## src/rtl/i2c_pkg.sv

```systemverilog
// i2c_pkg: shared definitions for the I2C target.
//   - i2c_state_e : protocol FSM states
//   - I2C_ADDR_W  : width of the device address
//   - I2C_WR/I2C_RD : encodings of the R/W bit that follows the address
package i2c_pkg;

  localparam int   I2C_ADDR_W = 7;
  localparam logic I2C_WR     = 1'b0;
  localparam logic I2C_RD     = 1'b1;

  typedef enum logic [2:0] {
    IDLE,
    ADDR,
    ADDR_ACK,
    WR_DATA,
    WR_ACK,
    RD_DATA,
    RD_ACK
  } i2c_state_e;

endpackage

```

## src/rtl/i2c_slave_if.sv

```systemverilog
// i2c_slave_if: the I2C pin bundle as seen by a target.
//   scl_in  : SCL pin value
//   sda_in  : SDA pin value (wired-AND of every driver on the bus)
//   sda_out : SDA drive value, always 0 (open drain)
//   sda_oen : 1 pulls SDA low, 0 releases it
// Modport slave is used by the target; modport master is the bus side.
interface i2c_slave_if;

  logic scl_in;
  logic sda_in;
  logic sda_out;
  logic sda_oen;

  modport slave  (input scl_in, input sda_in, output sda_out, output sda_oen);
  modport master (output scl_in, output sda_in, input sda_out, input sda_oen);

endinterface

```

## src/rtl/i2c_pin_sync.sv

```systemverilog
// i2c_pin_sync: pin conditioning for the I2C target.
// Two-flop synchronizer on SCL and SDA plus one history flop; all bus
// events are decoded from the synchronized pair and registered, so every
// output is a one-cycle pulse appearing 3 clk after the pin change.
//   clk, rst_n          : system clock, async active-low reset
//   scl_in, sda_in      : raw pin values
//   scl_rise, scl_fall  : SCL edge pulses
//   start_det, stop_det : SDA falling / rising while SCL is high
//   sda_s               : synchronized SDA aligned with the event pulses
module i2c_pin_sync (
  input  logic clk,
  input  logic rst_n,
  input  logic scl_in,
  input  logic sda_in,
  output logic scl_rise,
  output logic scl_fall,
  output logic start_det,
  output logic stop_det,
  output logic sda_s
);

  logic scl_p0, scl_p1, scl_p2;
  logic sda_p0, sda_p1, sda_p2;

  // Idle bus reads high, so the chain resets to 1 to avoid phantom events.
  always_ff @(posedge clk or negedge rst_n) begin
    if (!rst_n) begin
      scl_p0    <= 1'b1;
      scl_p1    <= 1'b1;
      scl_p2    <= 1'b1;
      sda_p0    <= 1'b1;
      sda_p1    <= 1'b1;
      sda_p2    <= 1'b1;
      scl_rise  <= 1'b0;
      scl_fall  <= 1'b0;
      start_det <= 1'b0;
      stop_det  <= 1'b0;
      sda_s     <= 1'b1;
    end else begin
      // p0/p1: metastability filter
      scl_p0    <= scl_in;
      sda_p0    <= sda_in;
      scl_p1    <= scl_p0;
      sda_p1    <= sda_p0;
      // p2: previous synchronized value for edge detection
      scl_p2    <= scl_p1;
      sda_p2    <= sda_p1;
      // event stage
      scl_rise  <= scl_p1 & ~scl_p2;
      scl_fall  <= ~scl_p1 & scl_p2;
      start_det <= scl_p1 & scl_p2 & ~sda_p1 & sda_p2;
      stop_det  <= scl_p1 & scl_p2 & sda_p1 & ~sda_p2;
      sda_s     <= sda_p1;
    end
  end

endmodule

```

## src/rtl/i2c_slave.sv

```systemverilog
// i2c_slave: I2C target with a fixed 7-bit address, no clock stretching.
//   clk, rst_n : system clock, async active-low reset
//   bus        : I2C pins (scl_in, sda_in, sda_out, sda_oen), open drain
//   rx_data    : last byte written by the master, valid with rx_en
//   rx_en      : one-cycle pulse per received data byte
//   tx_req     : one-cycle pulse asking for the next read byte
//   tx_data    : read byte, captured 2 clk after tx_req
//   flag_start : pulse on START / repeated START
//   flag_stop  : pulse on STOP
//   addr_match : high from address ACK until the next START/STOP
//   busy       : high between START and STOP
module i2c_slave
  import i2c_pkg::*;
#(
  parameter logic [I2C_ADDR_W-1:0] SLAVE_ADDR = 7'h50
) (
  input  logic              clk,
  input  logic              rst_n,
  i2c_slave_if.slave        bus,
  output logic [7:0]        rx_data,
  output logic              rx_en,
  output logic              tx_req,
  input  logic [7:0]        tx_data,
  output logic              flag_start,
  output logic              flag_stop,
  output logic              addr_match,
  output logic              busy
);

  logic scl_rise, scl_fall, start_det, stop_det, sda_s;

  i2c_pin_sync u_pin_sync (
    .clk       (clk),
    .rst_n     (rst_n),
    .scl_in    (bus.scl_in),
    .sda_in    (bus.sda_in),
    .scl_rise  (scl_rise),
    .scl_fall  (scl_fall),
    .start_det (start_det),
    .stop_det  (stop_det),
    .sda_s     (sda_s)
  );

  i2c_state_e state_q, state_d;
  logic [2:0] cnt_q, cnt_d;
  logic       rw_q, rw_d;
  logic       oen_q, oen_d;
  logic [6:0] rx_sh_q, rx_sh_d;
  logic [7:0] tx_sh_q, tx_sh_d;
  logic [7:0] tx_buf_q;
  logic [7:0] rx_data_d;
  logic       rx_en_d, tx_req_d, start_d, stop_d, addr_match_d, busy_d;
  logic       tx_req_p1;
  logic [7:0] shifted;

  // Byte as it stands once the bit currently on SDA is shifted in.
  assign shifted = {rx_sh_q, sda_s};

  always_comb begin
    state_d      = state_q;
    cnt_d        = cnt_q;
    rw_d         = rw_q;
    oen_d        = oen_q;
    rx_sh_d      = rx_sh_q;
    tx_sh_d      = tx_sh_q;
    rx_data_d    = rx_data;
    rx_en_d      = 1'b0;
    tx_req_d     = 1'b0;
    start_d      = 1'b0;
    stop_d       = 1'b0;
    addr_match_d = addr_match;
    busy_d       = busy;

    // Bus conditions take priority over any SCL edge seen in the same cycle.
    if (start_det) begin
      state_d      = ADDR;
      start_d      = 1'b1;
      oen_d        = 1'b0;
      busy_d       = 1'b1;
      addr_match_d = 1'b0;
    end else if (stop_det) begin
      state_d      = IDLE;
      stop_d       = 1'b1;
      oen_d        = 1'b0;
      busy_d       = 1'b0;
      addr_match_d = 1'b0;
    end else begin
      case (state_q)
        IDLE: ;

        ADDR: begin
          if (scl_rise) begin
            rx_sh_d = shifted[6:0];
            cnt_d   = cnt_q + 3'd1;
            if (cnt_q == 3'd7) begin
              if (shifted[7:1] == SLAVE_ADDR) begin
                state_d      = ADDR_ACK;
                rw_d         = shifted[0];
                addr_match_d = 1'b1;
                // Ask for the first read byte early so it is captured well
                // before the fall that puts its MSB on the bus.
                tx_req_d     = (shifted[0] == I2C_RD);
              end else begin
                state_d = IDLE;
                oen_d   = 1'b0;
              end
            end
          end
        end

        // cnt 0: the fall ending bit 8 starts the ACK drive.
        // cnt 1: the fall ending the ACK slot releases SDA, or for a read
        //        immediately presents the MSB of the buffered byte.
        ADDR_ACK, WR_ACK: begin
          if (scl_fall) begin
            if (cnt_q == 3'd0) begin
              oen_d = 1'b1;
              cnt_d = 3'd1;
            end else if (state_q == WR_ACK || rw_q == I2C_WR) begin
              oen_d   = 1'b0;
              state_d = WR_DATA;
            end else begin
              state_d = RD_DATA;
              oen_d   = ~tx_buf_q[7];
              tx_sh_d = {tx_buf_q[6:0], 1'b0};
            end
          end
        end

        WR_DATA: begin
          if (scl_rise) begin
            rx_sh_d = shifted[6:0];
            cnt_d   = cnt_q + 3'd1;
            if (cnt_q == 3'd7) begin
              rx_data_d = shifted;
              rx_en_d   = 1'b1;
              state_d   = WR_ACK;
            end
          end
        end

        // Bit 7 is already on the bus at entry; falls 0..6 present bits
        // 6..0 and the eighth fall hands SDA back to the master.
        RD_DATA: begin
          if (scl_fall) begin
            if (cnt_q == 3'd7) begin
              oen_d   = 1'b0;
              state_d = RD_ACK;
            end else begin
              oen_d   = ~tx_sh_q[7];
              tx_sh_d = {tx_sh_q[6:0], 1'b0};
              cnt_d   = cnt_q + 3'd1;
            end
          end
        end

        // cnt becomes 1 once the master has ACKed; the next fall then
        // starts the following byte.
        RD_ACK: begin
          if (scl_rise) begin
            if (sda_s == 1'b0) begin
              tx_req_d = 1'b1;
              cnt_d    = 3'd1;
            end else begin
              state_d = IDLE;
              oen_d   = 1'b0;
            end
          end else if (scl_fall && cnt_q == 3'd1) begin
            state_d = RD_DATA;
            oen_d   = ~tx_buf_q[7];
            tx_sh_d = {tx_buf_q[6:0], 1'b0};
          end
        end

        default: begin
          state_d = IDLE;
          oen_d   = 1'b0;
        end
      endcase
    end

    if (state_d != state_q || start_det) cnt_d = 3'd0;
  end

  always_ff @(posedge clk or negedge rst_n) begin
    if (!rst_n) begin
      state_q    <= IDLE;
      cnt_q      <= 3'd0;
      rw_q       <= I2C_WR;
      oen_q      <= 1'b0;
      rx_data    <= 8'h00;
      rx_en      <= 1'b0;
      tx_req     <= 1'b0;
      tx_req_p1  <= 1'b0;
      flag_start <= 1'b0;
      flag_stop  <= 1'b0;
      addr_match <= 1'b0;
      busy       <= 1'b0;
    end else begin
      state_q    <= state_d;
      cnt_q      <= cnt_d;
      rw_q       <= rw_d;
      oen_q      <= oen_d;
      rx_data    <= rx_data_d;
      rx_en      <= rx_en_d;
      tx_req     <= tx_req_d;
      tx_req_p1  <= tx_req;
      flag_start <= start_d;
      flag_stop  <= stop_d;
      addr_match <= addr_match_d;
      busy       <= busy_d;
    end
  end

  // tx_req -> p1 -> capture: local logic gets two cycles to present tx_data.
  always_ff @(posedge clk) begin
    rx_sh_q <= rx_sh_d;
    tx_sh_q <= tx_sh_d;
    if (tx_req_p1) tx_buf_q <= tx_data;
  end

  assign bus.sda_oen = oen_q;
  assign bus.sda_out = 1'b0;

endmodule
```

## src/flat_wrapper.sv

```systemverilog
// flat-port wrapper written by rule: the top's interface ports become plain ports
module i2c_slave_flat import i2c_pkg::*;
#(
  parameter logic [I2C_ADDR_W-1:0] SLAVE_ADDR = 7'h50
)
  (clk, rst_n, rx_data, rx_en, tx_req, tx_data, flag_start, flag_stop, addr_match, busy, bus_scl_in, bus_sda_in, bus_sda_out, bus_sda_oen);
  i2c_slave_if bus_i ();
  input  logic clk;
  input  logic rst_n;
  output logic [7:0] rx_data;
  output logic rx_en;
  output logic tx_req;
  input  logic [7:0] tx_data;
  output logic flag_start;
  output logic flag_stop;
  output logic addr_match;
  output logic busy;
  input wire logic [$bits(bus_i.scl_in)-1:0] bus_scl_in;
  input wire logic [$bits(bus_i.sda_in)-1:0] bus_sda_in;
  output wire logic [$bits(bus_i.sda_out)-1:0] bus_sda_out;
  output wire logic [$bits(bus_i.sda_oen)-1:0] bus_sda_oen;
  assign bus_i.scl_in = bus_scl_in;
  assign bus_i.sda_in = bus_sda_in;
  assign bus_sda_out = bus_i.sda_out;
  assign bus_sda_oen = bus_i.sda_oen;
  i2c_slave #(.SLAVE_ADDR(SLAVE_ADDR)) u_core (.clk(clk), .rst_n(rst_n), .bus(bus_i), .rx_data(rx_data), .rx_en(rx_en), .tx_req(tx_req), .tx_data(tx_data), .flag_start(flag_start), .flag_stop(flag_stop), .addr_match(addr_match), .busy(busy));
endmodule
```

## config.mk

```make
export PLATFORM = sky130hd
export DESIGN_NAME = i2c_slave_flat
export DESIGN_NICKNAME = d
export VERILOG_FILES = /design/src/rtl/i2c_pkg.sv /design/src/rtl/i2c_slave_if.sv /design/src/rtl/i2c_pin_sync.sv /design/src/rtl/i2c_slave.sv /design/src/flat_wrapper.sv
export SDC_FILE = /design/constraint.sdc
export NUM_CORES = 1
export LEC_CHECK = 0
export CAP_MARGIN = 30
export CORE_MARGIN = 10
export CORE_UTILIZATION = 50
export CTS_CLUSTER_DIAMETER = 150
export DETAILED_ROUTE_END_ITERATION = 8
export PLACE_DENSITY = 0.75
export SLEW_MARGIN = 20
export SYNTH_ARGS = -nofsm -noshare
export SYNTH_HDL_FRONTEND = slang
export SYNTH_SLANG_ARGS = --single-unit
export TNS_END_PERCENT = 50
```

## constraint.sdc

```tcl
create_clock -name clk -period 2.12 [get_ports clk]
set_clock_uncertainty 0.1 [all_clocks]
set_input_delay 0.212 -clock clk [delete_from_list [all_inputs] [get_ports clk]]
set_output_delay 0.212 -clock clk [all_outputs]
set_load 0.05 [all_outputs]
```

### Word level (Yosys, flattened, before mapping)

Index checks and enable logic that the tools add are counted.

| word-level totals | value |
|---|---|
| register bits | 56 |
| input bits | 12 |
| output and inout bits | 16 |
| word-level logic and storage cells | 171 |

| cells by class | value |
|---|---|
| $add $sub $neg | 1 |
| equality and inequality tests | 34 |
| multiplexer cells | 73 |
| bitwise logic cells | 16 |
| reduce and logical (&&, ||, !) cells | 22 |

Operator list:

| kind | count |
|---|---|
| 3-bit two-way mux | 24 |
| 8-bit two-way mux | 7 |
| 1-bit two-way mux | 36 |
| 8-bit case mux with 3 select lines | 1 |
| 10-bit AND reduction | 2 |
| 3-bit case mux with 6 select lines | 1 |
| 4-bit != test, second input constant | 4 |
| 3-bit nonzero test | 5 |
| 3-bit == test, second input constant | 4 |
| 2-bit != test, second input constant | 6 |
| 3-bit by 2-bit != test with 1-bit output, second input constant | 4 |
| 3-bit case mux with 4 select lines | 1 |
| 3-bit by 1-bit != test with 1-bit output, second input constant | 3 |
| 1-bit NOT | 9 |
| 4-bit AND reduction | 2 |
| 8-bit AND reduction | 1 |
| 1-bit bitwise AND | 7 |
| 7-bit == test, second input constant | 1 |
| 3-bit by 1-bit == test with 1-bit output, second input constant | 2 |
| 3-bit by 2-bit == test with 1-bit output, second input constant | 2 |
| 3-bit zero test | 2 |
| 2-bit by 1-bit != test with 1-bit output, second input constant | 3 |
| 6-bit AND reduction | 1 |
| 2-bit OR reduction | 3 |
| 14 further kinds | 15 |

### Depth between registers and ports, before layout

| logic depth | value |
|---|---|
| depth in word-level cells | 12 |
| gate-level depth with buffers | 7 |
| mapped depth without buffers | 7 |

### Hierarchy

Synthesis repeated with hierarchy kept, for this count alone.

| unflattened totals | value |
|---|---|
| cell total of the unflattened synthesis | 225 |
| area total of the unflattened synthesis | 2596.2 um2 |

By module, submodules not included:

| module | instances | cells an instance | area each (um2) |
|---|---|---|---|
| i2c_slave | 1 | 211 | 2306.0 |
| i2c_pin_sync | 1 | 14 | 290.3 |

### Worst setup path before layout

No wires, ideal clock.

| timing | value |
|---|---|
| path kind | register -> register |
| from | reg u_core.cnt_q[0] |
| to | reg u_core.tx_sh_q[1], enable pin |
| arrival | 1817 ps |
| setup slack | -188 ps |
| stages on the path, launching flop included | 7 |
| clock period less this slack | 2308 ps |
| cell sequence | dfrtp_1 -> inv_1 -> ha_1 -> and2b_1 -> o21ai_0 -> a21oi_1 -> nor4_1 |

| on the way | value |
|---|---|
| longest elaborated chain between the ends | 4 |

Ends and longest elaborated chain:

| what | RTL line | source |
|---|---|---|
| start: declaration | i2c_slave.sv:45 | `logic [2:0] cnt_q, cnt_d;` |
| start signal: assignment | i2c_slave.sv:201 | `cnt_q <= cnt_d;` |
| 3-bit by 1-bit == test with 1-bit output | i2c_slave.sv:168 | `end else if (scl_fall && cnt_q == 3'd1) begin` |
| 1-bit logical AND | i2c_slave.sv:168 |  |
| 2-bit by 1-bit != test with 1-bit output (no source line) | -- |  |
| 10-bit AND reduction (no source line) * | -- |  |
| end signal: assignment | i2c_slave.sv:218 | `tx_sh_q <= tx_sh_d;` |
| end: declaration | i2c_slave.sv:49 | `logic [7:0] tx_sh_q, tx_sh_d;` |

Mark *: on every way between the ends. The rest lies on a longest branch, timed or not.
A chain may end at the register's enable or synchronous reset.

### Worst setup path in the final report

| timing | value |
|---|---|
| from | reg u_core.cnt_q[0] |
| to | reg u_core.cnt_q[0] |

| on the way | value |
|---|---|
| longest elaborated chain between the ends | 11 |

Ends and longest elaborated chain:

| what | RTL line | source |
|---|---|---|
| 3-bit by 1-bit == test with 1-bit output | i2c_slave.sv:168 |  |
| 1-bit logical AND | i2c_slave.sv:168 |  |
| 3-bit two-way mux | i2c_slave.sv:168 |  |
| 3-bit two-way mux | i2c_slave.sv:160 | `if (scl_rise) begin` |
| 3-bit case mux with 6 select lines | i2c_slave.sv:88 | `case (state_q)` |
| 3-bit two-way mux | i2c_slave.sv:81 | `end else if (stop_det) begin` |
| 3-bit two-way mux | i2c_slave.sv:75 | `if (start_det) begin` |
| 3-bit != test | i2c_slave.sv:182 | `if (state_d != state_q \|\| start_det) cnt_d = 3'd0;` |
| 1-bit logical OR | i2c_slave.sv:182 |  |
| 3-bit != test (no source line), or another cell as far along | -- |  |
| 10-bit AND reduction (no source line) | -- |  |

Several ways; a longest one is shown, not always the timed one. The select of a mux whose other input is x is not followed.

==> impl_metrics.toml <==
[synthesis]
async_flop_share = 0.600
ys.flop_type = "dfrtp_1"
synth-seq-cells = 55
postSynthCellCount = 206
ys_seq_area_frac = 0.582
syn-num-nets = 222
synth_area_per_cell_sq_um = 12.5
synth-edff-count = 22
netlist_area_sq_um = 2570
ys_types = 53
ys_warn_count = 0

[worst_setup_path]
arrival_ps = 2100
cp-start-kind = "flip-flop"
worstPathCellList = "inv_1, ha_1, and4bb_1, a221oi_2, a2111oi_4, and4_1, nor3_2"
cpMaxStageDelayCell = "a2111oi_4"
required_ps = 2220
max_stage_delay_ps = 490
worstSetupEndpointType = "flip-flop"
worst-r2r-cell-count = 7
crit_type = "reg -> reg"
path_max_fanout = 6

[route]
dr.max_layer_used = "met4"
drc = 0
totalWireLength_um = 5420
met2_length_um = 2590
wl_per_cell_um = 16.9
dr_wl_met3_um = 350
first_pass_iters = 4
route.layer.met1.wl_um = 2350
detail-route-antenna-nets = 0
vias_per_cell = 5.73
dr_total_vias = 1833
drtIter0Drc = 226

[final_layout]
drive_above_1_share = 0.256
fin_area_sq_um = 3140
final_cell_mix = "clkdlybuf4s50_1 (26), dfrtp_1 (25), edfxtp_1 (22)"
final_common_cell = "clkdlybuf4s50_1"
multiInputGateArea_sq_um = 983
final_nets = 265
areaGrowthSynthToFinish_pct = 22.2
seqCellArea_sq_um = 1500
antenna_cells = 0
fillers = 406

[cts]
cts.path.max_buffers = 2
worst_setup_hold_path_clk_slew_ps = 100
root_buffer = "clkbuf_8"
h-tree-depth = 2
clk-insertion-delay-late_ps = 310
cts_tree = "built"
cts.sinks = 55
cts_inserted_buffers = 5
ctsHoldBuffers = 0

[sta]
relSlewSlack = 0.653
finalCriticalPeriod_ps = 2000
tightest_slew_ps = 520
whs_ps = 189
finalSetupViolCount = 0
fmax_ghz = 0.500
fin_ws_ps = 122
slew_violations = 0
hold_violations = 0
min_period_over_period = 0.943

[outcome]
status = "complete, no violations"

[job]
maxCapViolCount = 0

[placed_design]
place_ws_ps = 41.7
dpl.hpwl_um = 3920
place_area_sq_um = 3020
place_congestion = 0.910
port_buffers = 26

[grt]
grt_pass1_wl_um = 9150
grt_pass1_vias = 1785
grt_use_total = 0.133
grt_max_degree = 34
grt-ovfl-total = 0
antenna_found_initial = 0

[floorplanning]
io_pins = 28
floorplan.die_area_sq_um = 8400
die_h_um = 91.7
rows = 26
core_sq_um = 5040
die_x_um = 91.7
start_util = 0.509

[power_and_ir_drop]
power_mw = 3.12
power_density_nw_per_um2 = 996
vdd_ir_drop_max_v = 0.000541
p_leak_nw = 1.21

[min_path]
hold_class = "in -> async"
-- critical path, delay by kind of cell, from the launching register on --
family | cells | cell delay [ps]
simple gates | 3 | 570
compound gates | 2 | 550
flops | 1 | 440
fa+ha+maj | 1 | 170
buf+inv | 1 | 80
-- path summary, 6_finish.rpt --
kind	startpoint	end	slack, ps
worst max register to register	u_core.cnt_q[0]$_DFFE_PN0P_	u_core.cnt_q[0]$_DFFE_PN0P_	120
worst max-delay path	u_core.cnt_q[0]$_DFFE_PN0P_	u_core.cnt_q[0]$_DFFE_PN0P_	120
worst min register to register	u_core.u_pin_sync.sda_p0$_DFF_PN1_	u_core.u_pin_sync.sda_p1$_DFF_PN1_	260
max in group asynchronous	rst_n	u_core.u_pin_sync.sda_s$_DFF_PN1_	1400
min in group clk	bus_sda_in	u_core.u_pin_sync.sda_p0$_DFF_PN1_	210
worst min-delay path	rst_n	u_core.rx_data[5]$_DFFE_PN0P_	190
-- synthesized netlist by cell type, types with 2 or more instances --
library cell / number / area [sq um]
dfrtp_1: 27 / 676
edfxtp_1: 22 / 661
mux2_2: 14 / 158
nand2_1: 14 / 52.6
a21oi_1: 11 / 55.1
inv_1: 9 / 33.8
o21ai_0: 9 / 45.0
nand2b_1: 7 / 43.8
nor3_1: 7 / 35.0
dfstp_2: 6 / 158
nand4_1: 6 / 37.5
a31oi_1: 5 / 31.3
nor2b_1: 5 / 31.3
buf_2: 4 / 20.0
ha_1: 4 / 50.1
nor2_1: 3 / 11.3
nor3b_1: 3 / 22.5
o211ai_1: 3 / 22.5
o21a_1: 3 / 22.5
a311oi_1: 2 / 17.5
and2_1: 2 / 12.5
and2b_1: 2 / 15.0
buf_4: 2 / 15.0
buf_6: 2 / 22.5
mux2i_1: 2 / 20.0
nand3b_1: 2 / 15.0
nor4_1: 2 / 12.5
o221ai_1: 2 / 17.5
o31ai_1: 2 / 15.0
-- state kept, by name (all words and copies together) (netlist names), 3 cells and up --
register         count
u_core.cnt_q         3
u_core.rx_data       8
u_core.rx_sh_q       7
u_core.state_q       3
u_core.tx_buf_q      8
u_core.tx_sh_q       7
-- layer usage --
layer | vias up | global-route usage
met2 | 58 | 0.204
li1 | 853 | -
met3 | 12 | 0.0350
met5 | - | 0
met1 | 910 | 0.176
met4 | 0 | 0.0509
-- what timing repair did --
item	CTS	global route
hold endpoints to repair	0	0
setup endpoints to repair	0	6
resized for setup	0	4
buffers inserted	0	2
-- stage by stage --
step,util,TNS [ps],instances
floorplan,-,0,206
global placement,0.598,0,310
detailed placement,0.598,0,310
CTS,0.617,0,318
global route,0.622,-18.3,320
finish,0.622,0,320
-- cell families (layout without fill, tap and decap cells) --
group           count (synthesis)  count (layout)  synth area share
buf+inv                        20              64            0.0404
simple gates                   64              64             0.156
mux                            17              17            0.0736
flops                          55              55             0.582
compound gates                 45              45             0.127
fa+ha+maj                       4               4            0.0195
other cells                     1               1           0.00146
-- where the power goes --
part | internal [mW] | switching, mW | total, mW
combinational | 0.545 | 0.600 | 1.15
sequential | 1.24 | 0.155 | 1.39
clock | 0.243 | 0.345 | 0.588
total | 2.02 | 1.10 | 3.12
-- final cells by class --
class,instances,area share
flip-flops and latches,55,0.477
clock inverters,3,0.00878
repair buffers,46,0.139
inverters,10,0.0120
multi-input cells,131,0.314
clock buffers,5,0.0219
well taps,70,0.0279
Power figures use the tool's default switching activity.
